## src/rtl/rf_pkg.sv

```systemverilog
// Shared register-file constants and the dump-reader state encoding.
package rf_pkg;

  localparam int RF_NREG = 32;
  localparam int RF_AW   = 5;
  localparam int RF_DW   = 32;

  typedef enum logic [1:0] {
    IDLE,
    READ,
    SEND,
    DONE
  } dr_state_t;

endpackage

```

## src/rtl/rf_dump_reader_if.sv

```systemverilog
// Debug-side bundle of the register-file dump reader: start/range request,
// RF read port and the valid/ready word stream.
interface rf_dump_reader_if
  import rf_pkg::*;
#(
  parameter int AW = RF_AW,
  parameter int DW = RF_DW
) ();

  logic          DRstart;
  logic [AW-1:0] DRfirst;
  logic [AW-1:0] DRlast;
  logic [AW-1:0] DRaddr;
  logic [DW-1:0] DRdata;
  logic          DRvalid;
  logic          DRready;
  logic [AW-1:0] DRindex;
  logic [DW-1:0] DRvalue;
  logic          DRend;
  logic          DRbusy;
  logic          DRhold;
  logic          DRdone;

  // The reader itself.
  modport slave (
    input  DRstart, DRfirst, DRlast, DRdata, DRready,
    output DRaddr, DRvalid, DRindex, DRvalue, DRend, DRbusy, DRhold, DRdone
  );

  // The debug host / register file / core side.
  modport master (
    output DRstart, DRfirst, DRlast, DRdata, DRready,
    input  DRaddr, DRvalid, DRindex, DRvalue, DRend, DRbusy, DRhold, DRdone
  );

endinterface

```

## src/rtl/rf_dump_reader.sv

```systemverilog
// Walks a wrapping range of the register file through its combinational read
// port and streams each captured word out over valid/ready, holding writeback.
module rf_dump_reader
  import rf_pkg::*;
#(
  parameter int NREG = RF_NREG,
  parameter int AW   = RF_AW,
  parameter int DW   = RF_DW
) (
  input  logic             clk,
  input  logic             rst,
  rf_dump_reader_if.slave  dr
);

  dr_state_t     r_state;
  dr_state_t     w_next_state;
  logic [AW-1:0] r_idx;
  logic [AW-1:0] r_last;
  logic [AW-1:0] r_index;
  logic [DW-1:0] r_value;
  logic          w_at_last;
  logic          w_xfer;
  logic [AW-1:0] w_idx_inc;

  assign w_at_last = (r_idx == r_last);
  assign w_xfer    = (r_state == SEND) && dr.DRready;
  assign w_idx_inc = AW'((32'(r_idx) + 32'd1) % NREG);

  // NOTE: every variable written in always_comb gets a default first, so no
  // path through the case can leave it unassigned and infer a latch.
  always_comb begin
    w_next_state = r_state;
    unique case (r_state)
      IDLE:    if (dr.DRstart) w_next_state = READ;
      READ:    w_next_state = SEND;
      SEND:    if (dr.DRready) w_next_state = w_at_last ? DONE : READ;
      DONE:    w_next_state = IDLE;
      default: w_next_state = IDLE;
    endcase
  end

  // NOTE: state is updated with non-blocking assignments only, so every
  // register here samples pre-edge values regardless of statement order.
  always_ff @(posedge clk or posedge rst) begin
    if (rst) begin
      r_state <= IDLE;
      r_idx   <= '0;
      r_last  <= '0;
      r_index <= '0;
      r_value <= '0;
    end else begin
      r_state <= w_next_state;
      unique case (r_state)
        IDLE: begin
          if (dr.DRstart) begin
            r_idx  <= dr.DRfirst;
            r_last <= dr.DRlast;
          end
        end
        READ: begin
          r_value <= dr.DRdata;
          r_index <= r_idx;
        end
        SEND: begin
          if (w_xfer && !w_at_last) r_idx <= w_idx_inc;
        end
        default: ;
      endcase
    end
  end

  // r_idx only moves on a start or a transfer, so it doubles as the held address.
  assign dr.DRaddr  = r_idx;
  assign dr.DRvalid = (r_state == SEND);
  assign dr.DRindex = r_index;
  assign dr.DRvalue = r_value;
  assign dr.DRend   = (r_state == SEND) && w_at_last;
  assign dr.DRbusy  = (r_state != IDLE);
  assign dr.DRhold  = (r_state != IDLE);
  assign dr.DRdone  = (r_state == DONE);

endmodule

```

## src/flat_wrapper.sv

```systemverilog
// flat-port wrapper written by rule: the top's interface ports become plain ports
module rf_dump_reader_flat import rf_pkg::*;
#(
  parameter int NREG = RF_NREG,
  parameter int AW   = RF_AW,
  parameter int DW   = RF_DW
)
  (clk, rst, dr_DRstart, dr_DRfirst, dr_DRlast, dr_DRdata, dr_DRready, dr_DRaddr, dr_DRvalid, dr_DRindex, dr_DRvalue, dr_DRend, dr_DRbusy, dr_DRhold, dr_DRdone);
  rf_dump_reader_if #(.AW(AW), .DW(DW)) dr_i ();
  input  logic clk;
  input  logic rst;
  input wire logic [$bits(dr_i.DRstart)-1:0] dr_DRstart;
  input wire logic [$bits(dr_i.DRfirst)-1:0] dr_DRfirst;
  input wire logic [$bits(dr_i.DRlast)-1:0] dr_DRlast;
  input wire logic [$bits(dr_i.DRdata)-1:0] dr_DRdata;
  input wire logic [$bits(dr_i.DRready)-1:0] dr_DRready;
  output wire logic [$bits(dr_i.DRaddr)-1:0] dr_DRaddr;
  output wire logic [$bits(dr_i.DRvalid)-1:0] dr_DRvalid;
  output wire logic [$bits(dr_i.DRindex)-1:0] dr_DRindex;
  output wire logic [$bits(dr_i.DRvalue)-1:0] dr_DRvalue;
  output wire logic [$bits(dr_i.DRend)-1:0] dr_DRend;
  output wire logic [$bits(dr_i.DRbusy)-1:0] dr_DRbusy;
  output wire logic [$bits(dr_i.DRhold)-1:0] dr_DRhold;
  output wire logic [$bits(dr_i.DRdone)-1:0] dr_DRdone;
  assign dr_i.DRstart = dr_DRstart;
  assign dr_i.DRfirst = dr_DRfirst;
  assign dr_i.DRlast = dr_DRlast;
  assign dr_i.DRdata = dr_DRdata;
  assign dr_i.DRready = dr_DRready;
  assign dr_DRaddr = dr_i.DRaddr;
  assign dr_DRvalid = dr_i.DRvalid;
  assign dr_DRindex = dr_i.DRindex;
  assign dr_DRvalue = dr_i.DRvalue;
  assign dr_DRend = dr_i.DRend;
  assign dr_DRbusy = dr_i.DRbusy;
  assign dr_DRhold = dr_i.DRhold;
  assign dr_DRdone = dr_i.DRdone;
  rf_dump_reader #(.NREG(NREG), .AW(AW), .DW(DW)) u_core (.clk(clk), .rst(rst), .dr(dr_i));
endmodule
```

## config.mk

```make
export PLATFORM = sky130hd
export DESIGN_NAME = rf_dump_reader_flat
export DESIGN_NICKNAME = d
export VERILOG_FILES = /design/src/rtl/rf_pkg.sv /design/src/rtl/rf_dump_reader_if.sv /design/src/rtl/rf_dump_reader.sv /design/src/flat_wrapper.sv
export SDC_FILE = /design/constraint.sdc
export NUM_CORES = 1
export LEC_CHECK = 0
export BUFFER_PORTS_ARGS = -buffer_cell sky130_fd_sc_hd__clkbuf_2
export CAP_MARGIN = 10
export CORE_ASPECT_RATIO = 1.1
export CORE_MARGIN = 3
export CORE_UTILIZATION = 49
export CTS_BUF_LIST = sky130_fd_sc_hd__clkbuf_4
export DETAILED_ROUTE_END_ITERATION = 8
export PLACE_DENSITY_LB_ADDON = 0.2
export SYNTH_ARGS = -nofsm -noshare
export SYNTH_HDL_FRONTEND = slang
export SYNTH_SLANG_ARGS = --single-unit
```

## constraint.sdc

```tcl
create_clock -name clk -period 1.72 [get_ports clk]
set_input_delay 0.344 -clock clk [delete_from_list [all_inputs] [get_ports clk]]
set_output_delay 0.344 -clock clk [all_outputs]
set_load 0.02 [all_outputs]
```

Word level (Yosys, flattened, before mapping). Cells that the tools add are included. W data, S select, Z words.

Register bits after elaboration: 49. Bits in latches: 0. Memory bits (writable): 0. ROM bits: 0. Bits of input ports: 46. Output and inout port bits: 47. Logic and storage cells: 30. Memories kept: 0.

$add $sub $neg: 1. $mul: 0. Div/mod/pow operators: 0. Order comparisons: 0. Eq/ne operators: 7. Shifts and indexed selects: 0. Muxes and demuxes: 7. Bitwise logic cells: 0. Reductions and logical operators: 10.

Operators by type and width (number): $mux W5 (2); $pmux W5 S2 (1); $pmux W2 S4 (1); $mux W2 (3); $add A5 B1 Y5 const B (1); $eq A5 B5 Y1 (1); $eq A2 B2 Y1 const B (2); $ne A2 B2 Y1 const B (2); $reduce_and A2 Y1 (2); $reduce_bool A2 Y1 (2); $logic_and A1 B1 Y1 (3); $reduce_and A3 Y1 (1); $eq A2 B1 Y1 const B (1); $logic_not A2 Y1 (1); $ne A2 B1 Y1 const B (1); $logic_not A1 Y1 (1).

Depth between registers and ports, before layout.
Word-level depth: 5. Depth in mapped cells: 6.

Least setup slack after synthesis. Ideal clock, no wire load.

Path type: register to output. Start point: reg u_core.r_idx[0] (netlist: u_core.dr.DRaddr[0]). End point: out dr_DRend. Arrival time: 1.179 ns. Setup slack: 0.197 ns. Cell stages (with the launch flop): 4. Path buffers: 0. Cell sequence: dfrtp_1 > xnor2_2 > nand3_4 > nor2_1.

Word-level cells in the longest chain between the ends: 2.

RTL lines: start: declaration (line rf_dump_reader.sv:17) `logic [AW-1:0] r_idx;`; start signal: assignment (line rf_dump_reader.sv:56) `r_idx <= dr.DRfirst;`; start signal: assignment (line rf_dump_reader.sv:65) `if (w_xfer && !w_at_last) r_idx <= w_idx_inc;`; $eq A5 B5 Y1 (line rf_dump_reader.sv:25) `assign w_at_last = (r_idx == r_last);`; $logic_and A1 B1 Y1 (line rf_dump_reader.sv:77) `assign dr.DRend = (r_state == SEND) && w_at_last;`; end: declaration (line flat_wrapper.sv:21) `output wire logic [$bits(dr_i.DRend)-1:0] dr_DRend;`.

No other way between the ends.

Worst setup path in the final report.
Start point: reg u_core.r_idx[2] (netlist: u_core.dr.DRaddr[2]). End point: out dr_DRend.

The elaborated chain is that of the path after synthesis.

==> metrics.md <==
| Metric | Value |
|---|---|
| Outcome | completed |
| Via density | 5.029 |
| Drt wl/cell | 13.98 um |
| Dpl cells | 294 |
| Largest net degree at the start of global routing | between 40 and 50 |
| R2r endpoint | u_core.dr.DRaddr[1]$_DFFE_PP0P_ |
| Power Internal | around 3.4 mW |
| H-Tree Depth | 2 |
| # IOs | 93 |
| Slowest stage delay, CP | 0.45 ns |
| Achievable Freq | 584.2 MHz |
| # clock sinks | 49 |
| Clock Skew | 0.004087 ns |
| Main synth FF type | dfrtp_1 |
| Share of the yosys chip area belonging to registers | 0.5795 |
| Hold_sp | dr_DRdata[18] |
| Pre-antenna DRT Iters | 4 |
| Area Overhead vs Synth | 34.42% |
| Die Span X | 68.65 um |
| First-pass GRT wire length | roughly 6700 um |
| Crit path max fanout | 2 |
| Power per cell area | a little over 2000 mW/mm^2 |
| Footprint of the multi-input gates | 844.6 sq um |
| Final Hold Violating Endpoints | 0 |
| Required @ worst endpoint | roughly 1.4 ns |
| Worst setup EP type | output pin |
| Asr flop ratio synth | 1.000 |
| WHS Path Cells | 2 |
| Design Area, Final | 0.002844 sq mm |
| Core area | roughly 0.0041 sq mm |
| Worst Path Buf+Inv | 1 |
| Max Transition Viols Final | 0 |
| Die H | 74.92 um |
| Worst setup SP type | flop |
| Final Critical Period | between 1.5 and 2 ns |
| Comb power frac | 0.556 |
| Placed Area | between 0.002 and 0.003 sq mm |
| CP max-delay cell | dfrtp_2 |
| Reg-to-reg slack, setup | 0.04 ns |
| R2R Path Start | u_core.dr.DRaddr[2]$_DFFE_PP0P_ |
| Initial Util | 0.5219 |
| Gpl congestion | 0.8996 |
| Crit share post-route | 0.9953 |
| Ys Warns | 0 |
| Filler cells | 312 |
| FF+latch area | 0.001229 sq mm |
| FP Rows | 24 |
| Reg2Reg Depth | 6 |
| Syn_area_per_cell | 14.01 sq um |
| Cell with the most instances after synthesis | dfrtp_1 |
| HP Class | input port to flop |
| CP cell instances | xnor2_2 -> nand3_4 -> nor2_4 -> buf_6 |
| Grt ovf | 0 |
| Antenna cells | 0 |
| Yosys reg bits | between 40 and 50 |
| CTS clk-pin slew, worst paths | 0.12 ns |
| WS Path Type | flop to output pin |
| Share of the synthesized area in the top cell type | 0.5795 |
| RSZ-0062 raised after global routing | yes |
| Share of layout cells above drive strength 1 | 0.6564 |
| Number of global-route vias before repair | 1,516 |
| Worst VDD drop | 975.5 uV |
| WP data arrival | 1.37 ns |
| Commonest cells post-synth | 49 x dfrtp_1, 38 x mux2_2, 12 x nand2_1 |
| Synthesized area | 0.002116 sq mm |
| Leak | 1.411 nW |
| Die Footprint | around 0.0051 sq mm |
| Syn_nets | 198 |
| Max-cap viol count | 0 |
| Mapped Cells | roughly 150 |
| Relative slew slack | 0.7326 |
| Post-Layout Cell Count | between 300 and 400 |
| I/O Buffers | 92 |
| Cts bufs inserted | 5 |
| Total power | 5.823 mW |
| Post-synth EDFFs | 0 |
| Cell family contributing the most delay on the critical path | flip-flops |
| CTS max path bufs | 2 |
| Dpl hpwl | approximately 3300 um |
| # setup viols final | 0 |
| Setup TNS | 0 ns |
| Count of cell types in the netlist | 32 |
| Worst Hold Path EP | u_core.dr.DRvalue[18]$_DFFE_PP0N_ |
| Post-Route WL | 4347 um |
| Slew at the pin closest to its max-slew limit | 0.4005 ns |
| Sequential share of power | 0.361 |
| Hold_ws | approximately 0.20 ns |
| Dominant cells by area after synthesis | dfrtp_1 58%, mux2_2 20%, nand2_1 2.1% |
| Cell taking the most area after synthesis | dfrtp_1 |
| Layout Nets | 305 |
| Initial DRC Count | 68 |
| Switch share | 0.4161 |
| Worst-Skew Late Latency | 0.35 ns |
| CTS root buffer | clkbuf_4 |
| Clock share of power | 0.082 |
| Via Count | 1,564 |
| Initial antenna violation count | 0 |
| All-Layer GR Usage | 0.1760 |
| Final ANT Viol Nets | 0 |
| Psw | 2.423 mW |
| CTS tree | yes |
| DR DRC count | 0 |
-- power by group through the flow --
stage | Sequential, mW | Clock, mW | Combinational, mW
final | 2.10 | 0.479 | 3.24
after global placement | 2.10 | 0 | 2.94
after global routing | 2.19 | 0.556 | 3.48
after detailed placement | 2.14 | 0 | 2.99
after CTS | 2.10 | 0.508 | 3.17
after floorplan | 2.75 | 0 | 1.45
-- per-stage QoR --
| step | utilization | worst slack, ns |
|---|---|---|
| floorplan | - | 0.1969 |
| global placement | 0.6537 | 0.2638 |
| detailed placement | 0.6537 | 0.2116 |
| CTS | 0.6867 | -0.02077 |
| global route | 0.7015 | -0.07257 |
| finish | 0.7015 | 0.008167 |
-- routing by layer --
layer | up-vias | share of wire | track usage | routed length (um)
met5 | - | 0 | 0 | 0
met4 | 0 | 0.012 | 0.04636 | 53
met3 | 6 | 0.089 | 0.06418 | 389
met2 | 62 | 0.50 | 0.2969 | 2171
met1 | 759 | 0.40 | 0.2120 | 1733
li1 | 737 | - | - | -
-- timing repair --
action	4_1_cts	5_1_grt
endpoints found under the hold margin	18	0
gates cloned	0	0
setup endpoints to repair	1	4
pin swaps	6	6
resized for setup	10	13
hold buffers	1	0
setup buffers	5	3
-- flip-flops by register name (all words and copies together), names as in the netlist --
signal,count
u_core.dr.DRaddr,5
u_core.dr.DRindex,5
u_core.dr.DRvalue,32
u_core.r_last,5
u_core.r_state,2
-- placed cells by master (no fill, tap or decap), drive strengths merged --
cell / n
and2: 1
nand3: 4
o21a: 1
nor2: 5
or2: 1
xnor2: 5
o22ai: 2
o221ai: 1
dlygate4sd3: 1
nand2: 12
clkbuf: 93
o21ai: 3
a22oi: 3
dfrtp: 49
buf: 18
o211ai: 3
nand2b: 3
clkinv: 4
mux2i: 1
ha: 1
o211a: 1
o2111ai: 1
mux2: 40
inv: 5
a31o: 1
-- cell type report --
| class | instances | share of cell area |
|---|---|---|
| clock buffer | 5 | 0.01320 |
| clock inverter | 3 | 0.004399 |
| inverter | 6 | 0.009679 |
| multi-input combinational | 89 | 0.2970 |
| sequential | 49 | 0.4320 |
| tap | 52 | 0.02288 |
| timing repair buffer | 107 | 0.2209 |
-- worst max path at each step --
stage,from,to,slack [ns],cells after the start
after global routing,u_core.dr.DRaddr[2]$_DFFE_PP0P_,dr_DRend,-0.07,4
final,u_core.dr.DRaddr[2]$_DFFE_PP0P_,dr_DRend,0.008,4
after CTS,u_core.dr.DRaddr[4]$_DFFE_PP0P_,dr_DRend,-0.02,4
after floorplan,rst,u_core.dr.DRaddr[0]$_DFFE_PP0P_,0.20,1
after global placement,u_core.dr.DRaddr[3]$_DFFE_PP0P_,u_core.dr.DRaddr[1]$_DFFE_PP0P_,0.26,4
after detailed placement,u_core.dr.DRaddr[3]$_DFFE_PP0P_,u_core.dr.DRaddr[1]$_DFFE_PP0P_,0.21,4
-- cell families (layout without fill, tap and decap cells) --
kind of cell    count (synthesis)  in the layout  synth area share
mux                            41             41            0.2194
compound gates                 16             16           0.05854
buf+inv                        13            121           0.03548
fa+ha+maj                       1              1          0.005913
xor+xnor                        5              5           0.02780
simple gates                   26             26           0.07333
flops                          49             49            0.5795
No activity file was read; power rests on OpenSTA's default activity.
